### config.mk
export PLATFORM = sky130hd
export DESIGN_NAME = ultra_echo_capture
export DESIGN_NICKNAME = d
export VERILOG_FILES = /design/src/rtl/ultra_echo_capture.sv
export SDC_FILE = /design/constraint.sdc
export NUM_CORES = 1
export LEC_CHECK = 0
export CAP_MARGIN = 10
export CORE_MARGIN = 2
export CORE_UTILIZATION = 30
export DETAILED_ROUTE_END_ITERATION = 12
export GPL_ROUTABILITY_DRIVEN = 0
export GPL_TIMING_DRIVEN = 1
export PLACE_DENSITY_LB_ADDON = 0.2
export SYNTH_ARGS = -nofsm -noshare
export SYNTH_HDL_FRONTEND = slang
export SYNTH_SLANG_ARGS = --single-unit
### constraint.sdc
create_clock -name clk -period 8.5 [get_ports clk]
set_clock_uncertainty 0.1 [all_clocks]
set_input_delay 2.55 -clock clk [delete_from_list [all_inputs] [get_ports clk]]
set_output_delay 2.55 -clock clk [all_outputs]
set_load 0.01 [all_outputs]
### src/rtl/ultra_echo_capture.sv
// Ultrasonic ranging front end: fires a trigger pulse, times the synchronized echo
// and writes one 25-bit result per measurement into a circular capture RAM.
module ultra_echo_capture #(
    parameter int          TRIG_CYCLES = 10,
    parameter logic [24:0] TIMEOUT     = 25'd1_000_000,
    parameter int          DEPTH       = 100
) (
    input  logic        clk,
    input  logic        rst,
    input  logic        start,
    input  logic        echo_in,
    output logic        trig_out,
    output logic        wr_en,
    output logic [6:0]  wr_add,
    output logic [24:0] wr_data,
    output logic        busy,
    output logic        done,
    output logic        timeout,
    output logic        wrapped
);
    typedef enum logic [2:0] {IDLE, TRIG, WAIT_RISE, MEASURE, WRITE} state_t;

    localparam logic [24:0] TRIG_LAST = 25'(TRIG_CYCLES - 1);
    localparam logic [24:0] WAIT_LAST = TIMEOUT - 25'd1;
    localparam logic [6:0]  PTR_LAST  = 7'(DEPTH - 1);
    localparam logic [24:0] SAT       = 25'h1FF_FFFF;

    state_t      state_q, state_d;
    logic [24:0] timer_q, timer_d;
    logic [24:0] width_q, width_d;
    logic [6:0]  ptr_q, ptr_d;
    logic        sync1_q, echo_s_q, echo_sd_q;
    logic        trig_q, trig_d, wr_en_q, wr_en_d, busy_q, busy_d;
    logic        done_q, done_d, timeout_q, timeout_d, wrapped_q, wrapped_d;
    logic [6:0]  wr_add_q, wr_add_d;
    logic [24:0] wr_data_q, wr_data_d;
    logic        rise;
    logic        go_write;
    logic [24:0] result;
    logic        armed;

    assign rise = echo_s_q & ~echo_sd_q;

    always_comb begin
        state_d   = state_q;
        timer_d   = timer_q;
        width_d   = width_q;
        ptr_d     = ptr_q;
        wr_add_d  = wr_add_q;
        wr_data_d = wr_data_q;
        wrapped_d = wrapped_q;
        go_write  = 1'b0;
        result    = SAT;
        armed     = 1'b0;
        case (state_q)
            IDLE: if (start) begin
                state_d = TRIG;
                timer_d = '0;
            end
            TRIG: begin
                timer_d = timer_q + 25'd1;
                if (timer_q == TRIG_LAST) begin
                    state_d = WAIT_RISE;
                    timer_d = '0;
                end
            end
            WAIT_RISE: begin
                timer_d = timer_q + 25'd1;
                if (rise) begin
                    state_d = MEASURE;
                    width_d = 25'd1;
                end else if (timer_q >= WAIT_LAST) begin
                    go_write = 1'b1;
                    armed    = 1'b1;
                end
            end
            MEASURE: begin
                if (!echo_s_q) begin
                    go_write = 1'b1;
                    result   = width_q;
                end else if (width_q >= TIMEOUT) begin
                    // Saturate rather than count past TIMEOUT so the width never wraps.
                    go_write = 1'b1;
                    armed    = 1'b1;
                end else begin
                    width_d = width_q + 25'd1;
                end
            end
            WRITE: begin
                state_d = IDLE;
                ptr_d   = (ptr_q == PTR_LAST) ? 7'd0 : ptr_q + 7'd1;
            end
            default: state_d = IDLE;
        endcase
        // Result fields are latched on entry to WRITE so they line up with wr_en.
        if (go_write) begin
            state_d   = WRITE;
            wr_add_d  = ptr_q;
            wr_data_d = result;
            if (ptr_q == PTR_LAST) wrapped_d = 1'b1;
        end
        wr_en_d   = go_write;
        done_d    = go_write;
        timeout_d = go_write & armed;
        trig_d    = (state_d == TRIG);
        busy_d    = (state_d != IDLE);
    end

    always_ff @(posedge clk or posedge rst) begin
        if (rst) begin
            state_q   <= IDLE;
            timer_q   <= '0;
            width_q   <= '0;
            ptr_q     <= '0;
            sync1_q   <= 1'b0;
            echo_s_q  <= 1'b0;
            echo_sd_q <= 1'b0;
            trig_q    <= 1'b0;
            wr_en_q   <= 1'b0;
            wr_add_q  <= '0;
            wr_data_q <= '0;
            busy_q    <= 1'b0;
            done_q    <= 1'b0;
            timeout_q <= 1'b0;
            wrapped_q <= 1'b0;
        end else begin
            state_q   <= state_d;
            timer_q   <= timer_d;
            width_q   <= width_d;
            ptr_q     <= ptr_d;
            sync1_q   <= echo_in;
            echo_s_q  <= sync1_q;
            echo_sd_q <= echo_s_q;
            trig_q    <= trig_d;
            wr_en_q   <= wr_en_d;
            wr_add_q  <= wr_add_d;
            wr_data_q <= wr_data_d;
            busy_q    <= busy_d;
            done_q    <= done_d;
            timeout_q <= timeout_d;
            wrapped_q <= wrapped_d;
        end
    end

    assign trig_out = trig_q;
    assign wr_en    = wr_en_q;
    assign wr_add   = wr_add_q;
    assign wr_data  = wr_data_q;
    assign busy     = busy_q;
    assign done     = done_q;
    assign timeout  = timeout_q;
    assign wrapped  = wrapped_q;
endmodule

==> results.cfg, run 1 <==
[critical_path]
start_kind = primary input
cp_max_fo = 10
path_cells = clkdlybuf4s50_1, nor3_1, nor4_2, nand4_1, xor2_1, nor2_1
critPathMaxStageDelay_ns = 0.84
r2r_end = wr_add[3]
r2r_start = timer_q[10]
path_depth = 6
r2r_cells = 6
crit_family = simple AND/OR/NAND/NOR gates
critPathKind = primary input to flop
cp-end-kind = flop
cp.required_ns = 8.64
cp_slowest_cell = nor4_2
critPathBufInv = 1
arrival_ns = 4.51
r2r_slack_ns = 5.77

[cells_and_area]
fin_nets = 500
syn_to_final_growth_pct = 20.78
drive_above_1_share_pct = 6.452
diodes = 0
final_common_cell = dfrtp_1
final_cells = 707
layout_common_cells = dfrtp_1, clkdlybuf4s50_1, nor2_1, nand2_1
fin_util_pct = 37.38

[yosys]
ys_warn_count = 0
synth-edff-count = 0
synth_ff_type = dfrtp_1
avgSynthCellArea_sq_um = 10.28
syn_nets = 470
async_reset_ff_share_pct = 100.0
synth_seq_cells = 100
synth_cell_type_count = 52
synth_area_sq_um = 4740
ys_seq_area_share_pct = 52.80
synth_cells = 461

[pwr]
p_per_area_nw_per_um2 = 273.0
p_leak_nw = 2.433
max-vdd-ir-drop_mv = 0.1365

[global_routing]
grt_util_all_layers_pct = 13.86
grt_overflow_total = 0
grt_pass1_wl_mm = 18.40
grt_max_degree = 75
antenna_found_initial = 0
grt_pass1_vias = 3575

[min_path]
min_path_type = flop to flop
hold_depth = 0
hold_start = sync1_q
hold_end = echo_s_q

[cts]
clk-insertion-delay-late_ns = 0.35
root_buffer = clkbuf_16
cts_buffers = 9
holdBufCountCts = 0
postCtsSetupRepairBufs = 0
cts-htree-levels = 3
cts.sinks = 100
cts_tree = built
ctsResizeCount = 0
clock_path_buffers = 2
path_clk_slew_ns = 0.07

[floorplanning]
dieHeight_um = 129.7
io_pins = 42
initial_utilization_pct = 30.95
die_x_um = 129.7
design.die.area_sq_um = 16820
rows = 45
core_sq_um = 15310

[timing]
holdWs_ns = 0.2825
fin_ws_ns = 4.129
worstMarginPinSlew_ns = 0.9867
setup_tns_ns = 0
maxSlewHeadroom_pct = 33.67
post-route-period-util_pct = 51.42
rsz0062_at_grt = false
hold_viol = 0
fin_crit_ns = 4.371
fmax_mhz = 228.8
drv_slew = 0
setup_viol = 0

[routing]
wl_mm = 10.70
ant_nets = 0
drt-vias-per-instance = 5.132
first_pass_iters = 4
drt_iter0_markers = 163
vias = 3628
wire_per_inst_um = 15.13
post-route-drc-count = 0

[placement]
dpl_worst_slack_ns = 3.736
io_buffers = 41
hpwlAfterDp_mm = 6.967
dp.cells = 690

[run]
drv_cap = 0

[outcome]
status = complete, no violations
area by class of cell:
class	instances	area, sq um
multi-input cells	317	2051
repair buffers	46	467.9
inverters	17	66.31
well taps	211	264.0
clock inverters	6	133.9
clock buffers	10	239.0
fillers	1562	9590
flip-flops and latches	100	2502
worst max-delay path by stage:
stage / from / endpoint / slack (ns)
floorplan: rst / busy / 3.23
global route: start / timer_q[22] / 3.95
CTS: start / timer_q[18] / 4.11
global placement: start / timer_q[24] / 3.80
finish: start / timer_q[18] / 4.13
detailed placement: start / timer_q[18] / 3.74
state kept, by name (all words and copies together) (netlist names):
name and count:
busy 1, done 1, echo_s_q 1, echo_sd_q 1, ptr_q 7, state_q 3
sync1_q 1, timeout 1, timer_q 25, trig_out 1, width_q 25, wr_add 7
wr_data 25, wrapped 1
cell families after synthesis:
logic type	after synthesis	share of synthesized area, %
AOI/OAI and AO/OA	100	16.50
xor gates and xnor gates	25	4.620
DFF	100	52.80
and+or+nand+nor	185	20.38
muxes	2	0.4488
buffers and inverters	44	3.933
adders and majority gates	5	1.320
report_power, final:
| part | switching (mW) | leakage [nW] | internal [mW] | total (mW) |
|---|---|---|---|---|
| logic | 0.175 | 0.938 | 0.229 | 0.405 |
| registers | 0.0783 | 1.31 | 0.569 | 0.648 |
| clock network | 0.184 | 0.183 | 0.326 | 0.510 |
| total | 0.438 | 2.43 | 1.12 | 1.56 |
metal layers:
metal  vias up  GRT usage, %  share of wire (%)
met2        39         23.25                 49
met1      1813         17.77                 47
met4         0         5.693                1.7
met5         -             0                  0
met3        15         2.501                2.4
li1       1761             -                  -
cells in the mapped netlist (8+ instances only):
library cell  number  area [sq um]
dfrtp_1          100          2502
nor2_1            40         150.1
inv_1             17         63.81
or3_1             10         62.56
nand3_1           25         125.1
xor2_1            21         183.9
and2_1             8         50.05
nor3_1            10         50.05
clkbuf_1          16         60.06
buf_2              8         40.04
nand2_1           39         146.4
nand4_1           14         87.58
o32a_1            25         250.2
a21oi_1           15         75.07
o21ai_0           16         80.08
per-stage QoR:
stage	instance area [sq um]	power, mW
final	5724	1.563
after global placement	5324	1.064
after CTS	5697	1.584
after global routing	5724	1.658
after floorplan	4740	0.8738
after detailed placement	5324	1.066
Power figures use the tool's default switching activity.
==> inputs of run 2 (changes only) <==
- clock period: 8.5 -> 4.6 ns (I/O delays scaled with it)
==> results.cfg, run 2 (synthesized netlist as in run 1, its figures left out) <==
[outcome]
status = complete, no violations

[cts]
clk-insertion-delay-late_ns = 0.35
root_buffer = clkbuf_16
clock_path_buffers = 2
postCtsSetupRepairBufs = 0
cts.sinks = 100
path_clk_slew_ns = 0.07
ctsResizeCount = 0
holdBufCountCts = 0
cts_tree = built
cts-htree-levels = 3
cts_buffers = 9

[routing]
first_pass_iters = 4
vias = 3656
wire_per_inst_um = 15.44
drt_iter0_markers = 182
ant_nets = 0
wl_mm = 10.95
post-route-drc-count = 0
drt-vias-per-instance = 5.157

[cells_and_area]
drive_above_1_share_pct = 6.627
final_common_cell = dfrtp_1
final_cells = 709
fin_nets = 502
stdcell_area_sq_um = 5670
diodes = 0
syn_to_final_growth_pct = 19.64
layout_common_cells = dfrtp_1, clkdlybuf4s50_1, nor2_1, nand2_1

[critical_path]
critPathMaxStageDelay_ns = 0.84
cp-end-kind = flop
path_cells = clkdlybuf4s50_1, nor3_1, nor4_2, nand4_1, xor2_1, nor2_1
cp_slowest_cell = nor4_2
critPathBufInv = 1
cp.required_ns = 4.70
critPathKind = primary input to flop
cp_max_fo = 10
arrival_ns = 3.35
crit_family = simple AND/OR/NAND/NOR gates
start_kind = primary input

[floorplanning]
design.die.area_sq_um = 16820
dieHeight_um = 129.7
die_x_um = 129.7
core_sq_um = 15310
initial_utilization_pct = 30.95
io_pins = 42
rows = 45

[timing]
drv_slew = 0
maxSlewHeadroom_pct = 31.17
fin_crit_ns = 3.244
post-route-period-util_pct = 70.52
hold_viol = 0
setup_viol = 0
setup_tns_ns = 0
fmax_mhz = 308.3
rsz0062_at_grt = false
worstMarginPinSlew_ns = 1.033
fin_ws_ns = 1.356

[global_routing]
gr-usage-met2_pct = 22.73
grt_overflow_total = 0
grt_pass1_vias = 3588
top_usage_layer = met2
gr-usage-met1_pct = 18.77
gr-usage-met3_pct = 2.747
grt_max_degree = 83
grt_pass1_wl_mm = 18.72
antenna_found_initial = 0
grt_util_all_layers_pct = 14.08

[placement]
hpwlAfterDp_mm = 7.317
dp.cells = 693
io_buffers = 41
postPlaceCellArea_sq_um = 5346
dpl_worst_slack_ns = 0.9914

[pwr]
switching_share_pct = 29.58
p_leak_nw = 2.412
seqPwrFrac_pct = 42.9
power_switching_mw = 0.8231
design_power_total_mw = 2.783
p_int_mw = 1.960
max-vdd-ir-drop_mv = 0.3388
p_clk_share_pct = 29.9
share_comb_of_total_power_pct = 27.2
p_per_area_nw_per_um2 = 490.8

[min_path]
min_path_type = flop to flop

[run]
drv_cap = 0
==> run 2: changes by cell type in the layout (fill, tap and decap cells not counted), sizes merged <==
cell,previous run,this run
buf,5,7
bufinv,4,2
clkinv,1,2
inv,18,19
==> run 2: stage by stage <==
stage / utilization [%] / hold WS (ns)
6_report: 37.03 / 0.2505
5_1_grt: 37.03 / 0.2604
4_1_cts: 37.03 / 0.2520
3_5_place_dp: 34.91 / 0.2347
3_3_place_gp: 34.91 / 0.2332
2_1_floorplan: - / 0.2312
==> run 2: cell type report <==
| class | count | area, sq um |
|---|---|---|
| Clock buffer | 10 | 229.0 |
| Clock inverter | 6 | 95.09 |
| Fill cell | 1547 | 9644 |
| Inverter | 17 | 66.31 |
| Multi-Input combinational cell | 317 | 2051 |
| Sequential cell | 100 | 2502 |
| Tap cell | 211 | 264.0 |
| Timing Repair Buffer | 48 | 462.9 |
==> run 2: per-layer routing <==
| layer | vias up | routed length [um] |
|---|---|---|
| met4 | 0 | 175 |
| met1 | 1846 | 5213 |
| li1 | 1764 | - |
| met5 | - | 0 |
| met2 | 33 | 5302 |
| met3 | 13 | 259 |
==> run 2: power groups by stage <==
stage | clock network, mW | logic [mW] | registers [mW]
2_1_floorplan | 0 | 0.377 | 1.24
3_3_place_gp | 0 | 0.760 | 1.21
3_5_place_dp | 0 | 0.766 | 1.21
4_1_cts | 0.855 | 0.773 | 1.20
5_1_grt | 0.895 | 0.836 | 1.22
6_report | 0.832 | 0.756 | 1.20
==> run 2: worst paths after layout <==
path / from / endpoint / slack [ns] / cells past startpoint
worst max-delay path: start / timer_q[18] / 1.36 / 6
worst min-delay path: sync1_q / echo_s_q / 0.25 / 0
worst max register to register: timer_q[10] / timer_q[21] / 1.79 / 6
worst min register to register: sync1_q / echo_s_q / 0.25 / 0
max in group asynchronous: rst / wr_data[10] / 2.13 / 3
min in group asynchronous: rst / width_q[4] / 1.52 / 2
==> inputs of run 3 (changes only) <==
- clock period: 4.6 -> 2.9 ns (I/O delays scaled with it)
==> results.cfg, run 3 (synthesized netlist as in run 1, its figures left out) <==
[routing]
dr.max_layer_used = met4
wl_mm = 10.71
first_pass_iters = 4
ant_nets = 0
vias = 3633
met2_length_mm = 5.113
wire_per_inst_um = 14.96
post-route-drc-count = 0
wl_met3_um = 313
drt_iter0_markers = 198
m1WireLength_mm = 5.163
drt-vias-per-instance = 5.074

[cts]
clock_path_buffers = 2
holdBufCountCts = 0
clk-insertion-delay-late_ns = 0.35
ctsResizeCount = 0
cts.sinks = 100
cts_buffers = 9
path_clk_slew_ns = 0.07
postCtsSetupRepairBufs = 0
root_buffer = clkbuf_16
cts_tree = built
cts-htree-levels = 3

[critical_path]
start_kind = flop
arrival_ns = 2.80
cp_max_fo = 30
cp_slowest_cell = o31a_1
critPathBufInv = 0
cp.required_ns = 3.08
critPathMaxStageDelay_ns = 0.63
cp-end-kind = flop
crit_family = compound AO/OA/AOI/OAI gates
critPathKind = flop to flop
path_cells = o311ai_1, a31oi_1, o31a_1, or4_1, a21oi_1

[cells_and_area]
nFillCells = 1573
drive_above_1_share_pct = 7.921
diodes = 0
fin_nets = 509
final_cells = 716
fin_util_pct = 37.48
multi_input_area_sq_um = 2051
syn_to_final_growth_pct = 21.12
seq_area_sq_um = 2502
final_common_cell = dfrtp_1
layout_common_cells = dfrtp_1, clkdlybuf4s50_1, nor2_1, nand2_1

[timing]
setup_tns_ns = 0
rsz0062_at_grt = false
fin_crit_ns = 2.628
fmax_mhz = 380.6
maxSlewHeadroom_pct = 38.81
setup_viol = 0
drv_slew = 0
post-route-period-util_pct = 90.61
worstMarginPinSlew_ns = 0.9178
hold_viol = 0

[pwr]
switching_share_pct = 29.52
p_leak_nw = 2.444
p_per_area_nw_per_um2 = 754.2
p_clk_share_pct = 28.4
share_comb_of_total_power_pct = 27.8
p_int_mw = 3.051
max-vdd-ir-drop_mv = 0.4219
seqPwrFrac_pct = 43.7
power_switching_mw = 1.278

[placement]
hpwlAfterDp_mm = 7.282
dp.cells = 700
io_buffers = 41

[floorplanning]
core_sq_um = 15310
initial_utilization_pct = 30.95
die_x_um = 129.7
design.die.area_sq_um = 16820
rows = 45
io_pins = 42
dieHeight_um = 129.7

[global_routing]
grt_overflow_total = 0
grt_pass1_vias = 3656
antenna_found_initial = 0
grt_pass1_wl_mm = 18.64
grt_util_all_layers_pct = 14.06
grt_max_degree = 51

[min_path]
min_path_type = flop to flop

[outcome]
status = complete, no violations

[run]
drv_cap = 0
-- run 3: worst paths after layout --
| kind | startpoint | depth (start not counted) | end | slack (ns) |
|---|---|---|---|---|
| setup / recovery | width_q[7] | 5 | width_q[5] | 0.27 |
| hold / removal | sync1_q | 0 | echo_s_q | 0.30 |
| setup reg to reg | width_q[7] | 5 | width_q[5] | 0.27 |
| hold reg to reg | sync1_q | 0 | echo_s_q | 0.30 |
| max in group asynchronous | rst | 3 | wr_data[23] | 1.21 |
| min in group asynchronous | rst | 2 | timer_q[15] | 0.85 |
-- run 3: area by class of cell --
| class | instances | area share, % |
|---|---|---|
| multi-input combinational | 317 | 35.72 |
| inverter | 17 | 1.177 |
| clock buffer | 11 | 4.228 |
| timing repair buffer | 55 | 9.634 |
| tap | 211 | 4.599 |
| sequential | 100 | 43.59 |
| clock inverter | 5 | 1.046 |
-- run 3: per-stage QoR --
stage               power, mW  hold slack, ns  cell area (sq um)  setup WS [ns]
floorplan               2.561          0.2312               4743         0.6970
detailed placement      3.143          0.2671               5438         0.2548
finish                  4.329          0.3000               5741         0.2722
CTS                     4.405          0.2832               5741         0.2735
global placement        3.135          0.2591               5438         0.2731
global route            4.607          0.2873               5741       0.004522
-- run 3: power groups by stage --
stage | Combinational [mW] | Clock (mW) | Sequential [mW]
6_report | 1.20 | 1.23 | 1.89
3_3_place_gp | 1.22 | 0 | 1.92
3_5_place_dp | 1.22 | 0 | 1.92
5_1_grt | 1.34 | 1.33 | 1.94
2_1_floorplan | 0.598 | 0 | 1.96
4_1_cts | 1.23 | 1.27 | 1.90
-- run 3: metal layers --
| layer | vias up | global-route usage, % |
|---|---|---|
| li1 | 1778 | - |
| met1 | 1808 | 18.81 |
| met2 | 40 | 22.51 |
| met3 | 7 | 3.854 |
| met4 | 0 | 3.985 |
| met5 | - | 0 |
